--- src/rtl/amiga_bus.sv ---
`timescale 1ns/1ps
// amiga_bus: runs a 68000-style Amiga bus cycle on behalf of a 68030 cycle marked external.
// Latency: AS asserts on the first synchronised CLK7M rise after AS20; the ack follows the fall7 that samples DTACK low.
// Backpressure: none internally; the 68030 is held off by withholding DSACK1/BERR20 until the 68000 cycle is acknowledged.
// Ports: CLKCPU/RESET clock and async active-low reset; CLK7M, DTACK asynchronous Amiga inputs;
//        AS20/DS20/RW20/SIZ/A0/INTCYCLE from the 68030 side; AS/UDS/LDS/RW to the 68000 bus;
//        DSACK1/BERR20 back to the 68030; LATCH read-data capture pulse; WOE write buffer enable.
module amiga_bus #(
  parameter logic [7:0] TIMEOUT = 8'd200
) (
  input  logic       CLKCPU,
  input  logic       RESET,
  input  logic       CLK7M,
  input  logic       AS20,
  input  logic       DS20,
  input  logic       RW20,
  input  logic [1:0] SIZ,
  input  logic       A0,
  input  logic       INTCYCLE,
  input  logic       DTACK,
  output logic       AS,
  output logic       UDS,
  output logic       LDS,
  output logic       RW,
  output logic       DSACK1,
  output logic       BERR20,
  output logic       LATCH,
  output logic       WOE
);

  typedef enum logic [2:0] {IDLE, SYNC, S2, S4, WAIT_DTACK, ACK, S7, HOLD} state_t;

  state_t     state_q, state_d;
  logic       c7_meta_q, c7_sync_q, c7_prev_q;
  logic       dt_meta_q, dt_sync_q;
  logic [7:0] cnt_q, cnt_d;
  logic [1:0] siz_q, siz_d;
  logic       a0_q, a0_d, rw20_q, rw20_d, abort_q, abort_d;
  logic       as_q, as_d, uds_q, uds_d, lds_q, lds_d, rw_q, rw_d;
  logic       dsack_q, dsack_d, berr_q, berr_d, latch_q, latch_d, woe_q, woe_d;
  logic       rise7, fall7, sel_u, sel_l, timeout_hit;
  logic [7:0] cnt_inc;
  logic       unused_ds20;

  // Data strobes are qualified by AS20 on the 68030 side, so DS20 carries no extra information here.
  assign unused_ds20 = DS20;

  assign rise7 = c7_sync_q & ~c7_prev_q;
  assign fall7 = ~c7_sync_q & c7_prev_q;

  // Upper byte lane is used only for even addresses; lower lane for odd addresses or any multi-byte size.
  assign sel_u = ~a0_q;
  assign sel_l = a0_q | (siz_q != 2'b01);

  assign cnt_inc     = (cnt_q == 8'hFF) ? cnt_q : cnt_q + 8'd1;
  assign timeout_hit = dt_sync_q && (cnt_inc >= TIMEOUT);

  // State register, synchronisers and registered outputs.
  always_ff @(posedge CLKCPU or negedge RESET) begin
    if (!RESET) begin
      state_q   <= IDLE;
      c7_meta_q <= 1'b1;
      c7_sync_q <= 1'b1;
      c7_prev_q <= 1'b1;
      dt_meta_q <= 1'b1;
      dt_sync_q <= 1'b1;
      cnt_q     <= 8'd0;
      siz_q     <= 2'b00;
      a0_q      <= 1'b0;
      rw20_q    <= 1'b1;
      abort_q   <= 1'b0;
      as_q      <= 1'b1;
      uds_q     <= 1'b1;
      lds_q     <= 1'b1;
      rw_q      <= 1'b1;
      dsack_q   <= 1'b1;
      berr_q    <= 1'b1;
      latch_q   <= 1'b0;
      woe_q     <= 1'b1;
    end else begin
      state_q   <= state_d;
      c7_meta_q <= CLK7M;
      c7_sync_q <= c7_meta_q;
      c7_prev_q <= c7_sync_q;
      dt_meta_q <= DTACK;
      dt_sync_q <= dt_meta_q;
      cnt_q     <= cnt_d;
      siz_q     <= siz_d;
      a0_q      <= a0_d;
      rw20_q    <= rw20_d;
      abort_q   <= abort_d;
      as_q      <= as_d;
      uds_q     <= uds_d;
      lds_q     <= lds_d;
      rw_q      <= rw_d;
      dsack_q   <= dsack_d;
      berr_q    <= berr_d;
      latch_q   <= latch_d;
      woe_q     <= woe_d;
    end
  end

  // Next state, wait counter, captured request attributes and abort tracking.
  always_comb begin
    state_d = state_q;
    cnt_d   = cnt_q;
    siz_d   = siz_q;
    a0_d    = a0_q;
    rw20_d  = rw20_q;
    abort_d = abort_q;
    case (state_q)
      IDLE: begin
        if (!AS20 && INTCYCLE) begin
          state_d = SYNC;
          cnt_d   = 8'd0;
          siz_d   = SIZ;
          a0_d    = A0;
          rw20_d  = RW20;
          abort_d = 1'b0;
        end
      end
      SYNC: begin
        if (AS20)       state_d = IDLE;
        else if (rise7) state_d = S2;
      end
      S2: begin
        if (AS20)  abort_d = 1'b1;
        if (fall7) state_d = S4;
      end
      S4: begin
        if (AS20) abort_d = 1'b1;
        state_d = WAIT_DTACK;
      end
      WAIT_DTACK: begin
        if (AS20) abort_d = 1'b1;
        if (fall7) begin
          if (!dt_sync_q) begin
            state_d = ACK;
          end else begin
            cnt_d = cnt_inc;
            if (timeout_hit) state_d = ACK;
          end
        end
      end
      ACK:     if (fall7) state_d = S7;
      S7:      state_d = HOLD;
      HOLD:    if (AS20) state_d = IDLE;
      default: state_d = IDLE;
    endcase
  end

  // Output next values, keyed on the transition being taken.
  always_comb begin
    as_d    = as_q;
    uds_d   = uds_q;
    lds_d   = lds_q;
    rw_d    = rw_q;
    dsack_d = dsack_q;
    berr_d  = berr_q;
    latch_d = latch_q;
    woe_d   = woe_q;
    case (state_q)
      SYNC: begin
        if (state_d == S2) begin
          as_d = 1'b0;
          rw_d = rw20_q;
          if (rw20_q) begin
            uds_d = ~sel_u;
            lds_d = ~sel_l;
          end else begin
            woe_d = 1'b0;
          end
        end
      end
      S2: begin
        // Write data strobes wait half a 7M period so the data buffer has settled.
        if (state_d == S4 && !rw20_q) begin
          uds_d = ~sel_u;
          lds_d = ~sel_l;
        end
      end
      WAIT_DTACK: begin
        // AS20 seen high on this very edge still counts as an abort.
        if (state_d == ACK && !(abort_q || AS20)) begin
          if (dt_sync_q)   berr_d  = 1'b0;
          else if (rw20_q) latch_d = 1'b1;
          else             dsack_d = 1'b0;
        end
      end
      ACK: begin
        // Read data is captured one cycle before the 68030 is told it is valid.
        if (latch_q) begin
          latch_d = 1'b0;
          dsack_d = 1'b0;
        end
        if (state_d == S7) begin
          as_d  = 1'b1;
          uds_d = 1'b1;
          lds_d = 1'b1;
          woe_d = 1'b1;
        end
      end
      HOLD: begin
        if (state_d == IDLE) begin
          dsack_d = 1'b1;
          berr_d  = 1'b1;
          rw_d    = 1'b1;
        end
      end
      default: ;
    endcase
  end

  assign AS     = as_q;
  assign UDS    = uds_q;
  assign LDS    = lds_q;
  assign RW     = rw_q;
  assign DSACK1 = dsack_q;
  assign BERR20 = berr_q;
  assign LATCH  = latch_q;
  assign WOE    = woe_q;

endmodule

--- config.mk ---
export PLATFORM = sky130hd
export DESIGN_NAME = amiga_bus
export DESIGN_NICKNAME = d
export VERILOG_FILES = /design/src/rtl/amiga_bus.sv
export SDC_FILE = /design/constraint.sdc
export NUM_CORES = 1
export LEC_CHECK = 0
export CORE_MARGIN = 2
export CORE_UTILIZATION = 49
export CTS_CLUSTER_SIZE = 40
export DETAILED_ROUTE_END_ITERATION = 10
export PLACE_DENSITY = 0.76
export SETUP_SLACK_MARGIN = 0.2
export SLEW_MARGIN = 20
export SYNTH_ARGS = -nofsm -noshare
export SYNTH_HDL_FRONTEND = slang
export SYNTH_SLANG_ARGS = --single-unit
--- constraint.sdc ---
create_clock -name CLKCPU -period 1.8 [get_ports CLKCPU]
set_input_delay 0.54 -clock CLKCPU [delete_from_list [all_inputs] [get_ports CLKCPU]]
set_output_delay 0.54 -clock CLKCPU [all_outputs]
set_load 0.05 [all_outputs]
==> results of run 1 <==
-- state kept, by name (all words and copies together) (netlist names) --
| signal | flops |
|---|---|
| cnt_q | 8 |
| state_q | 3 |
| siz_q | 2 |
| AS | 1 |
| BERR20 | 1 |
| DSACK1 | 1 |
| LATCH | 1 |
| LDS | 1 |
| RW | 1 |
| UDS | 1 |
| WOE | 1 |
| a0_q | 1 |
| abort_q | 1 |
| c7_meta_q | 1 |
| c7_prev_q | 1 |
| c7_sync_q | 1 |
| dt_meta_q | 1 |
| dt_sync_q | 1 |
| rw20_q | 1 |
-- through the flow --
stage	total power, mW	setup slack, ps	std cells	hold WS (ps)	util [%]
finish	3.67	21.2	245	358	77.5
global route	3.89	-69.9	245	367	77.5
CTS	3.35	41.5	232	361	70.9
detailed placement	2.77	-422	218	350	64.6
global placement	2.69	-367	218	347	64.6
floorplan	2.08	46.4	155	244	-
-- layer usage --
| metal | vias up | wire, µm | global-route usage [%] | part of all wire (%) |
|---|---|---|---|---|
| li1 | 665 | - | - | - |
| met1 | 691 | 1570 | 25.7 | 38 |
| met2 | 45 | 2260 | 42.9 | 55 |
| met3 | 8 | 188 | 6.11 | 4.6 |
| met4 | 0 | 79 | 9.74 | 1.9 |
| met5 | - | 0 | 0 | 0 |
-- power breakdown --
group	total [mW]	switching (mW)	internal, mW
Sequential	1.27	0.299	0.973
Clock	0.412	0.220	0.192
Combinational	1.99	0.976	1.01
Total	3.67	1.49	2.18
-- kinds of logic after synthesis --
logic type | count (synthesis) | synth area share, %
AND/OR/NAND/NOR | 70 | 24.9
flip-flops | 29 | 49.7
buffers and inverters | 12 | 3.18
adder cells (fa/ha/maj) | 1 | 0.837
multiplexers | 8 | 5.61
XOR/XNOR | 3 | 1.76
AO/OA/AOI/OAI | 32 | 14.1
-- Yosys cell counts (3+ instances only) --
master,number
a21oi_1,12
clkbuf_1,5
dfrtp_1,16
dfstp_2,13
inv_1,5
mux2_2,3
mux2i_1,5
nand2_1,19
nand2b_1,4
nand3_1,9
nor2_1,13
nor3_1,6
o21ai_0,4
-- area by class of cell --
| class | instances | area [µm²] | share of cell area, % |
|---|---|---|---|
| tap | 33 | 41.3 | 1.79 |
| multi-input combinational | 114 | 880 | 38.1 |
| sequential | 29 | 749 | 32.5 |
| timing repair buffer | 56 | 561 | 24.3 |
| inverter | 5 | 18.8 | 0.813 |
| clock buffer | 8 | 58.8 | 2.55 |
-- repair_timing --
item | CTS | global route
pin swaps | 6 | 19
endpoints found under the setup margin | 16 | 24
gates resized for setup | 20 | 26
setup buffers | 6 | 13
hold buffers | 0 | 0
-- path summary, 6_finish.rpt --
check / from / to / slack, ps / depth (start not counted)
worst max-delay path: c7_sync_q / cnt_q[5] / 20 / 7
worst max register to register: c7_sync_q / cnt_q[5] / 20 / 7
max in group asynchronous: RESET / dt_meta_q / 900 / 2
worst min-delay path: c7_meta_q / c7_sync_q / 360 / 0
min in group asynchronous: RESET / cnt_q[2] / 580 / 2
worst min register to register: c7_meta_q / c7_sync_q / 360 / 0
-- critical path, stage by stage (launching register included) --
cell and delay [ps]:
dfstp_2 390, buf_6 110, nand3b_1 230, nor4b_4 350
buf_6 190, nand3_2 80, mux2i_1 220, nor2_1 90
==> impl_metrics.py, run 1 <==
metrics = {
    "status": {
        "status": "completed",
    },
    "global_routing": {
        "grt_first_pass_wirelength_um": 6000,
        "grt_overflow": 0,
        "grt_max_degree": 30,
        "antenna_found_initial": 0,
        "grt_pass1_vias": 1302,
        "grt_usage_pct": 23.6,
    },
    "synthesis": {
        "syn_area_mm2": 0.00149,
        "synth_nets": 167,
        "synth-edff-count": 0,
        "synth_cell_types": 45,
        "yosysSeqAreaShare_pct": 49.7,
        "synth_area_per_cell_um2": 9.64,
        "synth_flop_cell": "dfrtp_1",
        "netlist_top_cells_area": "dfrtp_1 27%, dfstp_2 23%, nand2_1 4.8%",
        "synth.top_cell.area_share_pct": 26.8,
        "yosysTopAreaCell": "dfrtp_1",
        "synth_cells": 155,
        "synth-seq-cells": 29,
        "ys_warn_count": 0,
        "async_flop_share_pct": 100,
    },
    "place": {
        "placed_area_mm2": 0.00192,
        "dp_hpwl_um": 2460,
        "portBuffers": 17,
        "place_congestion": 0.878,
    },
    "job": {
        "cap_violations": 0,
    },
    "floorplan": {
        "pin_count": 19,
        "die_w_um": 59.2,
        "core.rowCount": 20,
        "start_util_pct": 50.2,
        "core_mm2": 0.00298,
        "die_area_mm2": 0.00351,
        "die_h_um": 59.2,
    },
    "cells_and_area": {
        "antenna_cells": 0,
        "final_common_cell": "buf_4",
        "drive_above_1_share_pct": 50.5,
        "final_cell_mix": "34 x buf_4, 18 x nand2_1, 13 x dfstp_2",
        "syn_to_final_growth_pct": 54.5,
        "final_area_mm2": 0.00231,
        "fin_nets": 223,
        "fillers": 198,
    },
    "worst_setup_path": {
        "cp-end-kind": "flop",
        "critPathMaxFanout": 6,
        "cp.arrival_ps": 2000,
        "crit_type": "flop to flop",
        "cp.required_ps": 2020,
        "cp-start-kind": "flop",
    },
    "clock_network": {
        "numCtsBuffers": 5,
        "cts_tree": "done",
        "clock_path_buffers": 2,
        "cts.clk_slew.worst_paths_ps": 90,
        "clock_latency_ps": 340,
        "cts.sinks": 29,
        "htreeDepth": 2,
        "clockRootBuffer": "clkbuf_4",
    },
    "detailed_routing": {
        "dr.pass1.iters": 5,
        "finalWirelength_um": 4090,
        "vias_per_cell": 5.75,
        "drc_errors": 0,
        "via_count": 1409,
        "postRouteAntennaNets": 0,
        "drtIter0Drc": 61,
        "wl_per_cell_um": 16.7,
    },
    "sta": {
        "period_minus_slack_ps": 1780,
        "setup_tns_ps": 0,
        "worst_pin_slew_ps": 399,
        "slew_violations": 0,
        "finalHoldViolCount": 0,
        "finalSetupViolCount": 0,
        "slew_headroom_pct": 73.1,
        "rsz0062_at_grt": "true",
        "fin_skew_ps": 11.9,
        "max_freq_mhz": 562,
        "period_share_pct": 98.8,
    },
    "worst_hold_path": {
        "hold_path.class": "flop to flop",
    },
    "power": {
        "ir_drop_mv": 0.944,
        "power_density_mw_per_mm2": 1590,
        "p_leak_nw": 0.976,
    },
}
Note: power is estimated with default switching activity, not from simulation.
==> inputs of run 2 (changes only) <==
CORE_UTILIZATION = 51   (was 49)
CTS_BUF_LIST = sky130_fd_sc_hd__clkbuf_4 sky130_fd_sc_hd__clkbuf_8   (was default)
PLACE_DENSITY = 0.77   (was 0.76)
==> run 2 against run 1 <==
  * Critical path type unchanged
  * Core utilization increased by 6.6 points
  * Total power up 9.2%
  * Worst hold slack improved by 4.2 ps
  * Via count rose by 7.9%
  * Non-clock buffer count fell by 2
  * The run now ends with setup timing left
  * Flip-flop and latch count is the same
  * Critical path depth rose by 1
  * Largest cell class unchanged
  * Wire length increased by 22%
  * Combinational power barely moved
  * Clock skew rose by 0.51 ps
==> impl_metrics.py, run 2 (synthesized netlist as in run 1, its figures left out) <==
metrics = {
    "power": {
        "p_leak_nw": 0.991,
        "p_clk_share_pct": 17.1,
        "power_density_mw_per_mm2": 1710,
        "p_sw_mw": 1.64,
        "ir_drop_mv": 1.47,
        "switching_share_pct": 41.0,
        "p_int_mw": 2.37,
        "seqPwrFrac_pct": 33.0,
        "p_comb_share_pct": 49.9,
    },
    "sta": {
        "finalHoldViolCount": 0,
        "period_share_pct": 105,
        "worst_pin_slew_ps": 367,
        "max_freq_mhz": 529,
        "period_minus_slack_ps": 1890,
        "slew_violations": 0,
        "rsz0062_at_grt": "true",
        "worst_hold_slack_ps": 362,
        "finalSetupViolCount": 8,
        "fin_skew_ps": 12.4,
        "slew_headroom_pct": 75.3,
        "worst_slack_ps": -90.3,
    },
    "detailed_routing": {
        "dr.pass1.iters": 4,
        "drtIter0Drc": 83,
        "via_count": 1521,
        "drc_errors": 0,
        "postRouteAntennaNets": 0,
        "finalWirelength_um": 5000,
        "vias_per_cell": 6.31,
        "wl_per_cell_um": 20.8,
    },
    "place": {
        "dp_hpwl_um": 2660,
        "placed_area_mm2": 0.00195,
        "place_congestion": 0.912,
        "portBuffers": 17,
    },
    "cells_and_area": {
        "syn_to_final_growth_pct": 56.6,
        "final_cell_mix": "33 x buf_4, 17 x nand2_1, 13 x dfstp_2",
        "largest_register_ffs": 8,
        "final_common_cell": "buf_4",
        "final_area_mm2": 0.00234,
        "fin_nets": 221,
        "regMostFlops": "cnt_q",
        "fillers": 136,
        "drive_above_1_share_pct": 51.4,
        "reg_top3": "cnt_q: 8 flops, state_q: 3 flops, siz_q: 2 flops",
        "antenna_cells": 0,
    },
    "job": {
        "cap_violations": 0,
    },
    "floorplan": {
        "start_util_pct": 53.7,
        "core_mm2": 0.00278,
        "pin_count": 19,
        "die_w_um": 58.1,
        "die_area_mm2": 0.00338,
        "die_h_um": 58.1,
        "core.rowCount": 19,
    },
    "clock_network": {
        "cts_tree": "done",
        "clockRootBuffer": "clkbuf_4",
        "clock_latency_ps": 350,
        "cts.clk_slew.worst_paths_ps": 110,
        "clock_path_buffers": 2,
        "htreeDepth": 2,
        "numCtsBuffers": 5,
        "cts.sinks": 29,
        "postCtsHoldBufs": 0,
    },
    "worst_setup_path": {
        "crit_slowest_cell": "dfrtp_1",
        "rrSetupSlack_ps": -90,
        "cp-start-kind": "flop",
        "timing.rr.start": "cnt_q[2]",
        "cp-end-kind": "flop",
        "cp.arrival_ps": 2120,
        "cp.required_ps": 2030,
        "endpoint": "LATCH",
        "cp_slowest_stage_delay_ps": 410,
        "crit_buf_inv": 2,
        "reg2reg_depth": 8,
        "crit_type": "flop to flop",
        "reg2reg_to": "LATCH",
        "path_depth": 8,
        "cp-startpoint": "cnt_q[2]",
        "cp_top_family": "compound AO/OA/AOI/OAI gates",
        "path_cells": "buf_6 > nand4_1 > nor2_2 > o221ai_2 > a32oi_1 > buf_4 > nor4b_4 > o21a_1",
        "critPathMaxFanout": 4,
    },
    "global_routing": {
        "antenna_found_initial": 0,
        "grt_pass1_vias": 1488,
        "grt_overflow": 0,
        "grt_usage_pct": 27.4,
        "grt_first_pass_wirelength_um": 6920,
        "grt_max_degree": 30,
    },
    "status": {
        "failed_checks": "setup timing",
        "status": "finished with violations",
    },
    "worst_hold_path": {
        "hold_path.class": "flop to flop",
    },
}
run 2: worst reg2reg max path: cells and delay by family, from the launching register on:
family / cells / cell delay [ps]
compound gates: 3 / 540
simple gates: 3 / 530
flops: 1 / 410
buf+inv: 2 / 310
run 2: layout make-up:
type	instances	area, µm²	share of cell area, %
Tap cell	31	38.8	1.66
Clock inverter	3	65.1	2.78
Multi-Input combinational cell	114	890	38.0
Inverter	5	18.8	0.802
Clock buffer	5	37.5	1.60
Sequential cell	29	748	32.0
Timing Repair Buffer	54	542	23.2
run 2: power groups by stage:
| stage | logic (mW) | registers [mW] | clock network [mW] |
|---|---|---|---|
| 2_1_floorplan | 0.670 | 1.41 | 0 |
| 3_3_place_gp | 1.51 | 1.23 | 0 |
| 3_5_place_dp | 1.56 | 1.26 | 0 |
| 4_1_cts | 1.70 | 1.27 | 0.688 |
| 5_1_grt | 2.10 | 1.34 | 0.718 |
| 6_report | 2.00 | 1.32 | 0.686 |
run 2: worst min path at each step:
| stage | cells after the start | to | slack, ps | start |
|---|---|---|---|---|
| after floorplan | 0 | LATCH | 240 | RESET |
| after global placement | 0 | c7_sync_q | 350 | c7_meta_q |
| after detailed placement | 0 | dt_sync_q | 350 | dt_meta_q |
| after CTS | 0 | dt_sync_q | 360 | dt_meta_q |
| after global routing | 0 | c7_sync_q | 370 | c7_meta_q |
| final | 0 | dt_sync_q | 360 | dt_meta_q |
run 2: layer usage:
| layer | up-vias | global-route usage (%) | share of wire [%] |
|---|---|---|---|
| met2 | 69 | 47.7 | 53 |
| met4 | 0 | 12.6 | 3.8 |
| met3 | 21 | 7.81 | 6.2 |
| li1 | 661 | - | - |
| met1 | 770 | 31.0 | 37 |
| met5 | - | 0 | 0 |
run 2: what timing repair did:
| item | in CTS | in global routing |
|---|---|---|
| pin swaps | 17 | 16 |
| endpoints found under the setup margin | 24 | 28 |
| resized for setup | 27 | 21 |
| buffers inserted | 5 | 8 |
run 2: per-stage QoR:
| step | cells | utilization [%] | setup TNS (ps) | power [mW] | worst slack [ps] |
|---|---|---|---|---|---|
| 2_1_floorplan | 155 | - | 0 | 2.08 | 46.4 |
| 3_3_place_gp | 220 | 70.1 | -4320 | 2.74 | -366 |
| 3_5_place_dp | 220 | 70.1 | -5430 | 2.82 | -539 |
| 4_1_cts | 233 | 78.8 | -87.7 | 3.66 | -49.4 |
| 5_1_grt | 241 | 84.1 | -1180 | 4.16 | -188 |
| 6_report | 241 | 84.1 | -296 | 4.01 | -90.3 |
